## src/rtl/stopwatch_bcd_core.sv

```systemverilog
// Stopwatch timekeeping core: three debounced buttons, a start/stop/lap FSM,
// a tick prescaler and a 4-digit packed-BCD SS.hh time counter.
module stopwatch_bcd_core #(
  parameter int CLK_HZ          = 100_000_000,
  parameter int TICK_HZ         = 100,
  parameter int DEBOUNCE_CYCLES = 1_000_000
) (
  input  logic        clk,
  input  logic        rst,
  input  logic        btn_start,
  input  logic        btn_lap,
  input  logic        btn_clear,
  output logic [15:0] number,
  output logic        running,
  output logic        lap_active,
  output logic        overflow
);

  localparam int DIV = CLK_HZ / TICK_HZ;
  localparam int PW  = $clog2(DIV);
  localparam int DW  = $clog2(DEBOUNCE_CYCLES + 1);
  localparam logic [PW-1:0] PRESC_MAX = PW'(DIV - 1);
  localparam logic [DW-1:0] DB_MAX    = DW'(DEBOUNCE_CYCLES - 1);

  localparam logic [1:0] ST_STOPPED = 2'd0;
  localparam logic [1:0] ST_RUNNING = 2'd1;
  localparam logic [1:0] ST_LAP     = 2'd2;

  // Button vectors: bit 0 = start, bit 1 = lap, bit 2 = clear.
  logic [2:0]    btn_raw;
  logic [2:0]    sync1_q, sync1_d, sync2_q, sync2_d;
  logic [2:0]    level_q, level_d, press_q, press_d;
  logic [DW-1:0] db_cnt_q [3];
  logic [DW-1:0] db_cnt_d [3];

  logic [1:0]    state_q, state_d;
  logic [PW-1:0] presc_q, presc_d;
  logic [15:0]   time_q, time_d, lap_q, lap_d, number_q, number_d;
  logic          ovf_q, ovf_d;
  logic          ev_start, ev_lap, ev_clear, run, tick, carry;

  assign btn_raw = {btn_clear, btn_lap, btn_start};

  always_comb begin
    sync1_d = btn_raw;
    sync2_d = sync1_q;
    level_d = level_q;
    press_d = '0;
    for (int i = 0; i < 3; i++) begin
      db_cnt_d[i] = '0;
      if (sync2_q[i] != level_q[i]) begin
        if (db_cnt_q[i] == DB_MAX) begin
          level_d[i] = sync2_q[i];
          press_d[i] = sync2_q[i];
        end else begin
          db_cnt_d[i] = db_cnt_q[i] + DW'(1);
        end
      end
    end
  end

  // Only the highest-priority pending event is allowed to act.
  assign ev_start = press_q[0];
  assign ev_lap   = press_q[1] & ~press_q[0];
  assign ev_clear = press_q[2] & ~press_q[1] & ~press_q[0];

  assign run  = (state_q != ST_STOPPED);
  assign tick = run && (presc_q == PRESC_MAX);

  always_comb begin
    time_d  = time_q;
    ovf_d   = ovf_q;
    presc_d = presc_q;
    state_d = state_q;
    lap_d   = lap_q;
    carry   = tick;
    for (int k = 0; k < 4; k++) begin
      if (carry) begin
        if (time_q[4*k +: 4] == 4'd9) begin
          time_d[4*k +: 4] = 4'd0;
        end else begin
          time_d[4*k +: 4] = time_q[4*k +: 4] + 4'd1;
          carry = 1'b0;
        end
      end
    end
    if (carry) ovf_d = 1'b1;
    if (run) presc_d = tick ? '0 : presc_q + PW'(1);

    case (state_q)
      ST_STOPPED: begin
        if (ev_start) begin
          state_d = ST_RUNNING;
        end else if (ev_clear) begin
          time_d  = '0;
          presc_d = '0;
          ovf_d   = 1'b0;
        end
      end
      ST_RUNNING: begin
        if (ev_start) begin
          state_d = ST_STOPPED;
        end else if (ev_lap) begin
          state_d = ST_LAP;
          lap_d   = time_q;
        end
      end
      ST_LAP: begin
        if (ev_start)    state_d = ST_STOPPED;
        else if (ev_lap) state_d = ST_RUNNING;
      end
      default: state_d = ST_STOPPED;
    endcase

    number_d = (state_q == ST_LAP) ? lap_q : time_q;
  end

  always_ff @(posedge clk or posedge rst) begin
    if (rst) begin
      sync1_q  <= '0;
      sync2_q  <= '0;
      level_q  <= '0;
      press_q  <= '0;
      for (int i = 0; i < 3; i++) db_cnt_q[i] <= '0;
      state_q  <= ST_STOPPED;
      presc_q  <= '0;
      time_q   <= '0;
      lap_q    <= '0;
      number_q <= '0;
      ovf_q    <= 1'b0;
    end else begin
      sync1_q  <= sync1_d;
      sync2_q  <= sync2_d;
      level_q  <= level_d;
      press_q  <= press_d;
      for (int i = 0; i < 3; i++) db_cnt_q[i] <= db_cnt_d[i];
      state_q  <= state_d;
      presc_q  <= presc_d;
      time_q   <= time_d;
      lap_q    <= lap_d;
      number_q <= number_d;
      ovf_q    <= ovf_d;
    end
  end

  assign number     = number_q;
  assign running    = run;
  assign lap_active = (state_q == ST_LAP);
  assign overflow   = ovf_q;

endmodule

```

## config.mk

```make
export PLATFORM = sky130hd
export DESIGN_NAME = stopwatch_bcd_core
export DESIGN_NICKNAME = d
export VERILOG_FILES = /design/src/rtl/stopwatch_bcd_core.sv
export SDC_FILE = /design/constraint.sdc
export NUM_CORES = 1
export LEC_CHECK = 0
export BUFFER_PORTS_ARGS = -buffer_cell sky130_fd_sc_hd__buf_2
export CELL_PAD_IN_SITES_DETAIL_PLACEMENT = 0
export CELL_PAD_IN_SITES_GLOBAL_PLACEMENT = 2
export CORE_UTILIZATION = 41
export CTS_CLUSTER_SIZE = 30
export DETAILED_ROUTE_END_ITERATION = 12
export PLACE_DENSITY_LB_ADDON = 0.1
export REMOVE_ABC_BUFFERS = 1
export SLEW_MARGIN = 25
export SYNTH_ARGS = -nofsm -noshare
export SYNTH_HDL_FRONTEND = slang
export SYNTH_SLANG_ARGS = --single-unit
```

## constraint.sdc

```tcl
create_clock -name clk -period 6 [get_ports clk]
set_clock_uncertainty 0.05 [all_clocks]
set_input_delay 1.5 -clock clk [delete_from_list [all_inputs] [get_ports clk]]
set_output_delay 1.5 -clock clk [all_outputs]
set_load 0.02 [all_outputs]
```

==> results of run 1 <==
-- state kept, by name, summed over array words and instances (netlist names) --
register	flops
level_q	3
db_cnt_q	60
sync1_q	3
number	16
lap_q	16
press_q	3
presc_q	20
overflow	1
state_q	2
time_q	16
sync2_q	3
-- layer usage --
metal,global-route usage [%],share of wire (%)
met3,5.239,3.2
met2,26.01,45
met4,6.090,1.4
met1,23.34,50
met5,0,0
-- worst register-to-register path, delay by kind of cell, from the launching register on --
family | cells | cell delay (ps)
AOI/OAI and AO/OA | 1 | 150
and+or+nand+nor | 4 | 2050
DFF | 1 | 450
-- cells by family (layout without fill, tap and decap cells) --
logic type,Yosys count,in the layout,share of synthesized area (%)
fa+ha+maj,4,4,0.7635
simple gates,325,325,25.56
mux,23,23,3.875
flops,143,143,54.59
buf+inv,31,70,2.081
xor+xnor,80,80,10.69
compound gates,27,27,2.443
-- power groups by stage --
stage	Sequential [mW]	Combinational, mW	Clock, mW
2_1_floorplan	0.994	0.0265	0
3_3_place_gp	0.995	0.0386	0
6_report	0.978	0.0372	1.28
4_1_cts	0.978	0.0394	1.31
3_5_place_dp	0.995	0.0391	0
5_1_grt	0.978	0.0449	1.36
-- cell usage in the layout, fill, tap and decap left out, drive strengths merged, types with 4 or more instances in the layout --
master / instances
ha: 4
clkbuf: 21
bufinv: 8
a21oi: 10
and4: 10
nor2: 98
and3: 14
nand4: 25
nor2b: 6
mux2: 19
buf: 25
nand3b: 4
mux2i: 4
and2: 9
nor4b: 4
inv: 13
or4: 7
nor3b: 4
nor4: 7
xnor2: 37
nand3: 26
xor2: 43
nand2: 84
nor3: 9
or3: 4
o21ai: 9
dfrtp: 143
-- cell type report --
type | instances | area [um^2] | share of cell area [%]
clock buffer | 21 | 460.4 | 6.055
clock inverter | 11 | 257.7 | 3.389
inverter | 13 | 56.30 | 0.7404
multi-input combinational | 459 | 2858 | 37.58
sequential | 143 | 3578 | 47.05
tap | 211 | 264.0 | 3.472
timing repair buffer | 25 | 130.1 | 1.711
-- worst min path at each step --
stage,from,to,slack [ps]
2_1_floorplan,sync1_q[0]$_DFF_PP0_,sync2_q[0]$_DFF_PP0_,280
3_3_place_gp,sync1_q[2]$_DFF_PP0_,sync2_q[2]$_DFF_PP0_,280
3_5_place_dp,sync1_q[0]$_DFF_PP0_,sync2_q[0]$_DFF_PP0_,290
4_1_cts,sync1_q[2]$_DFF_PP0_,sync2_q[2]$_DFF_PP0_,310
5_1_grt,sync1_q[2]$_DFF_PP0_,sync2_q[2]$_DFF_PP0_,310
6_report,sync1_q[2]$_DFF_PP0_,sync2_q[2]$_DFF_PP0_,300
==> results.md, run 1 <==
* Slew Viols, Final at 0
* CP arrival at between 2000 and 2500 ps
* R2r endpoint: time_q[14]$_DFF_PP0_
* Filler cells at about 1500
* R2R Setup Slk at 3230 ps
* Num CTS Buffers at 17
* Cells on worst reg2reg path at 5
* Logic pwr share at around 1.6%
* Power consumption at approximately 2.3 mW
* Dpl cells at 851
* Pwr dens at 302.1 nW/um^2
* Final WL at around 13000 um
* Crit Path Max Fanout at 21
* CP startpoint: state_q[0]$_DFFE_PP0P_
* Die Width at between 100 and 150 um
* Final Util at 49.29%
* Residual DRC at 0
* Worst slew margin at a little over a third
* GPL Wtd Cong at roughly 0.75
* Die height at around 130 um
* Synthesized area at approximately 6600 um^2
* First-pass iteration count of the detailed router at 4
* #FFs+latches synth at between 100 and 150
* Post-CTS setup buffer count at 0
* Ys Warns at 0
* Net Sw Power at 0.4343 mW
* Avg Cell Area, Syn at between 10 and 15 um^2
* Hold buffers post-CTS at 0
* Vias in the first global route at 4424
* Final ANT Viol Nets at 0
* RSZ-0062 raised after global routing: no
* Worst Slack Setup Final at between 2000 and 2500 ps
* Final Non-Filler Cells at about 880
* Synth top area cells: dfrtp_1, xor2_1, nor2_1
* Post-DP HPWL at approximately 8000 um
* Worst path cell trace: nand2b_1, inv_1, buf_2
* Drt initial violations at 224
* Max cap viols at 0
* H-tree Lvls at 4
* GRT Util Overall at between 10% and 20%
* Clk buf depth at 2
* Pre-CTS setup slack at 2549 ps
* N_diodes at 0
* Crit path max-delay family: buffers and inverters
* Starting density of the core at a little over two fifths
* FP Rows at between 40 and 50
* Fmax at roughly 260 MHz
* Reg power frac at a little over two fifths
* Period utilisation layout at ~64%
* Synth cell count leaders: dfrtp_1, nor2_1, nand2_1
* Post-route setup TNS at 0 ps
* Yosys top cell by area: dfrtp_1
* Crit Path Category: reg -> out
* Final Critical Period at roughly 3900 ps
* TritonCTS clock tree: done
* Clock-pin slew on the worst setup and hold paths at ~60 ps
* Post-synth EDFFs at 0
* WL/cell at roughly 14 um
* Max incr delay on CP at 690 ps
* Nets at 668
* Synth Flop Type: dfrtp_1
* Via Count at roughly 4400
* WHS Path Cells at 0
* Die area at 16500 um^2
* Post-synthesis async set-or-reset flop share at 100.0%
* Slowest CP cell: inv_1
* Switching share of power at between 10% and 20%
* Root Buffer: clkbuf_16
* Slew @ Worst Pin at a little under 1000 ps
* Worst skew pair latency at between 400 and 500 ps
* Drt via density at about 5.0
* Ports at 24
* Share of cells above drive strength 1 at 13.10%
* P&R area growth vs syn at 16.01%
* Overflow after GRT at 0
* Outcome: finished clean
* Critical Path Start Type: flop
* Critical Path End Type: output pin
* Cells after Synth at about 630
* Pin count of the biggest net entering global routing at approximately 110
* First-pass GRT wire length at around 22000 um
* Buffers and inverters on the worst path at 2
* WP depth at 3
* Placed Area at between 6000 and 7000 um^2
* Final instance area at approximately 7600 um^2
* Cell variety after synth at 50
* RR Startpoint: presc_q[6]$_DFF_PP0_
* Critical Path RT at between 4000 and 5000 ps
* Worst vdd ir at approximately 0.20 mV
* Sinks on Clock Net at approximately 140
* PostCTS Resize Cnt at 0
* Post-synth top area share at 54.59%
* # setup viols final at 0
* End of the critical path: lap_active
* Hold WC Path Type: reg -> reg
* PortBufs at 23
* Clk pwr share at 55.8%
* Most common cell in the netlist: dfrtp_1
* Cell-internal power at 1.863 mW
* Sequential area share after synthesis at 54.59%
* Initial antenna violation count at 0
* Core area at roughly 15000 um^2
* Min Hold Slack at ~300 ps
* Final hold violations at 0
* Lkg Pwr at approximately 3.5 nW
(Power assumes the default switching activity.)
==> inputs of run 2 (changes only) <==
- CORE_UTILIZATION: 41 -> 37
- clock period: 6 -> 3.1 ns (I/O delays scaled with it)
==> run 2 against run 1 <==
Clock power is 77% higher. Wire length is 2.5% higher. Combinational power is 110% higher. Core utilization is 5.2 points lower. Global-route usage is 1.5 points lower. Worst setup slack worse by 1500 ps. Sequential cell count stayed put. Sequential share of layout area is 0.17 points lower. Total power is 84% higher. Worst hold slack worse by 4.8 ps. Non-clock buffer count is 8 higher. Largest cell class unchanged.
==> results.md, run 2 (same netlist as run 1, synthesis figures left out) <==
* R2r endpoint: time_q[13]$_DFF_PP0_
* Num CTS Buffers at 17 (unchanged)
* Placed Area at 6965 um^2 (+1.3%)
* RSZ-0062 raised after global routing: no
* Residual DRC at 0 (unchanged)
* Clock-pin slew on the worst setup and hold paths at 60 ps (about the same)
* Ports at 24 (unchanged)
* Sinks on Clock Net at 143 (unchanged)
* TritonCTS clock tree: done
* Slew @ Worst Pin at 812.0 ps (-150.5 ps)
* Share of cells above drive strength 1 at 13.82% (+0.73 points)
* Min Hold Slack at 297.1 ps (-4.843 ps)
* Max cap viols at 0 (unchanged)
* Max reg flops at 60 (unchanged)
* RR Startpoint: presc_q[6]$_DFF_PP0_
* First-pass GRT wire length at 22160 um (+1.1%)
* Via Count at 4536 (+2.7%)
* Worst Slack Setup Final at 684.0 ps (-1463 ps)
* Most common library cell in the layout ignoring fill and taps: dfrtp_1
* Hold buffers post-CTS at 0 (unchanged)
* Commonest cells after routing, fill and taps aside: dfrtp_1, nor2_1, nand2_1
* Lkg Pwr at 3.520 nW (+0.48%)
* Largest Register: db_cnt_q
* Clk buf depth at 2 (unchanged)
* Hold Crit Start: sync1_q[2]$_DFF_PP0_
* H-tree Lvls at 4 (unchanged)
* Die area at 18250 um^2 (+11%)
* Final instance area at 7632 um^2 (+0.36%)
* # setup viols final at 0 (unchanged)
* Pin count of the biggest net entering global routing at 68 (-36%)
* Core area at 17300 um^2 (+12%)
* Final Critical Period at 2416 ps
* Slew Viols, Final at 0 (unchanged)
* Crit Path Category: reg -> reg
* CP startpoint: presc_q[6]$_DFF_PP0_
* Outcome: finished clean
* Worst hold endpoint: sync2_q[2]$_DFF_PP0_
* N_diodes at 0 (unchanged)
* Met3 usage at 4.429% (-0.81 points)
* FP Rows at 48 (+6.7%)
* WL/cell at 14.32 um (about the same)
* Initial antenna violation count at 0 (unchanged)
* Biggest regs: db_cnt_q x60, presc_q x20
* Critical Path RT at 3390 ps (-1060 ps)
* Fmax at 413.9 MHz
* Critical Path End Type: flop
* Drt via density at 5.012 (+0.24%)
* Worst slew margin at 45.37% (+9.8 points)
* Worst skew pair latency at 420 ps (about the same)
* Crit Path Max Fanout at 12 (-43%)
* Root Buffer: clkbuf_16
* Critical Path Start Type: flop
* Met1 usage at 20.22% (-3.1 points)
* GRT Util Overall at 15.64% (-1.5 points)
* Starting density of the core at 37.90% (-4.6 points)
* Max incr delay on CP at 550 ps (-140 ps)
* WHS Path Cells at 0 (unchanged)
* Overflow after GRT at 0 (unchanged)
* Die Width at 135.1 um (+5.2%)
* Post-CTS setup buffer count at 0 (unchanged)
* Vias in the first global route at 4526 (+2.3%)
* Die height at 135.1 um (+5.2%)
* Cells on worst reg2reg path at 6 (+1)
* Crit path max-delay family: simple AND/OR/NAND/NOR gates
* GR peak layer: met2
* Period utilisation layout at slightly below 80%
* CP arrival at 2710 ps (+410 ps)
* GPL Wtd Cong at 0.7462 (-0.93%)
* Final ANT Viol Nets at 0 (unchanged)
* Post-route setup TNS at 0 ps (unchanged)
* Final WL at 12960 um (+2.5%)
* PortBufs at 23 (unchanged)
* Slowest CP cell: or4b_4
* Met2 Usage GRT at 24.93% (-1.1 points)
* First-pass iteration count of the detailed router at 4 (unchanged)
* Worst path cell trace: or4b_4, nor4_4, buf_4, nand3_4, or4_1, a21oi_1
* Pre-CTS setup slack at 678.2 ps (-1870 ps)
* PostCTS Resize Cnt at 0 (unchanged)
* Buffers and inverters on the worst path at 1 (-1)
* Pwr dens at 554.1 nW/um^2 (+83%)
* Final hold violations at 0 (unchanged)
* Hold WC Path Type: reg -> reg
* P&R area growth vs syn at 16.43%
* Worst vdd ir at 0.3637 mV (+82%)
* Nets at 676 (+1.2%)
* Post-DP HPWL at 8735 um (+6.5%)
* R2R Setup Slk at 680 ps (-2550 ps)
* Drt initial violations at 174 (-22%)
-- run 2: worst register-to-register path, cell delays in order, from the launching register on --
cell and delay, ps:
dfrtp_1 450, or4b_4 550, nor4_4 270, buf_4 240
nand3_4 130, or4_1 500, a21oi_1 150
-- run 2: layout make-up --
class | count | area, um^2
clock inverters | 9 | 178.9
inverters | 13 | 53.80
clock buffers | 23 | 488.0
flip-flops and latches | 143 | 3578
fillers | 1659 | 9664
well taps | 225 | 281.5
multi-input cells | 459 | 2849
repair buffers | 33 | 202.7
-- run 2: where the power goes --
group / total, mW / switching, mW / leakage (nW) / internal (mW)
registers: 1.89 / 0.0121 / 1.98 / 1.88
clock network: 2.26 / 0.746 / 0.320 / 1.51
logic: 0.0766 / 0.0589 / 1.22 / 0.0177
total: 4.23 / 0.817 / 3.52 / 3.41
-- run 2: metal layers --
layer / up-vias / share of wire, %
met3: 16 / 2.7
li1: 2231 / -
met2: 42 / 48
met4: 0 / 1.1
met1: 2247 / 48
met5: - / 0
-- run 2: worst max-delay path by stage --
stage,slack [ps],end,depth (start not counted)
floorplan,-1560,db_cnt_q[0]$_DFF_PP0_,1
finish,680,time_q[13]$_DFF_PP0_,6
detailed placement,680,db_cnt_q[16]$_DFF_PP0_,5
global placement,740,time_q[13]$_DFF_PP0_,6
CTS,660,db_cnt_q[16]$_DFF_PP0_,5
global route,510,db_cnt_q[17]$_DFF_PP0_,5
-- run 2: metrics by stage --
step / total power, mW / utilization, % / cells
global route: 4.402 / 44.13 / 905
floorplan: 1.975 / - / 615
detailed placement: 2.008 / 40.27 / 873
CTS: 4.300 / 44.13 / 905
global placement: 2.006 / 40.27 / 873
finish: 4.229 / 44.13 / 905
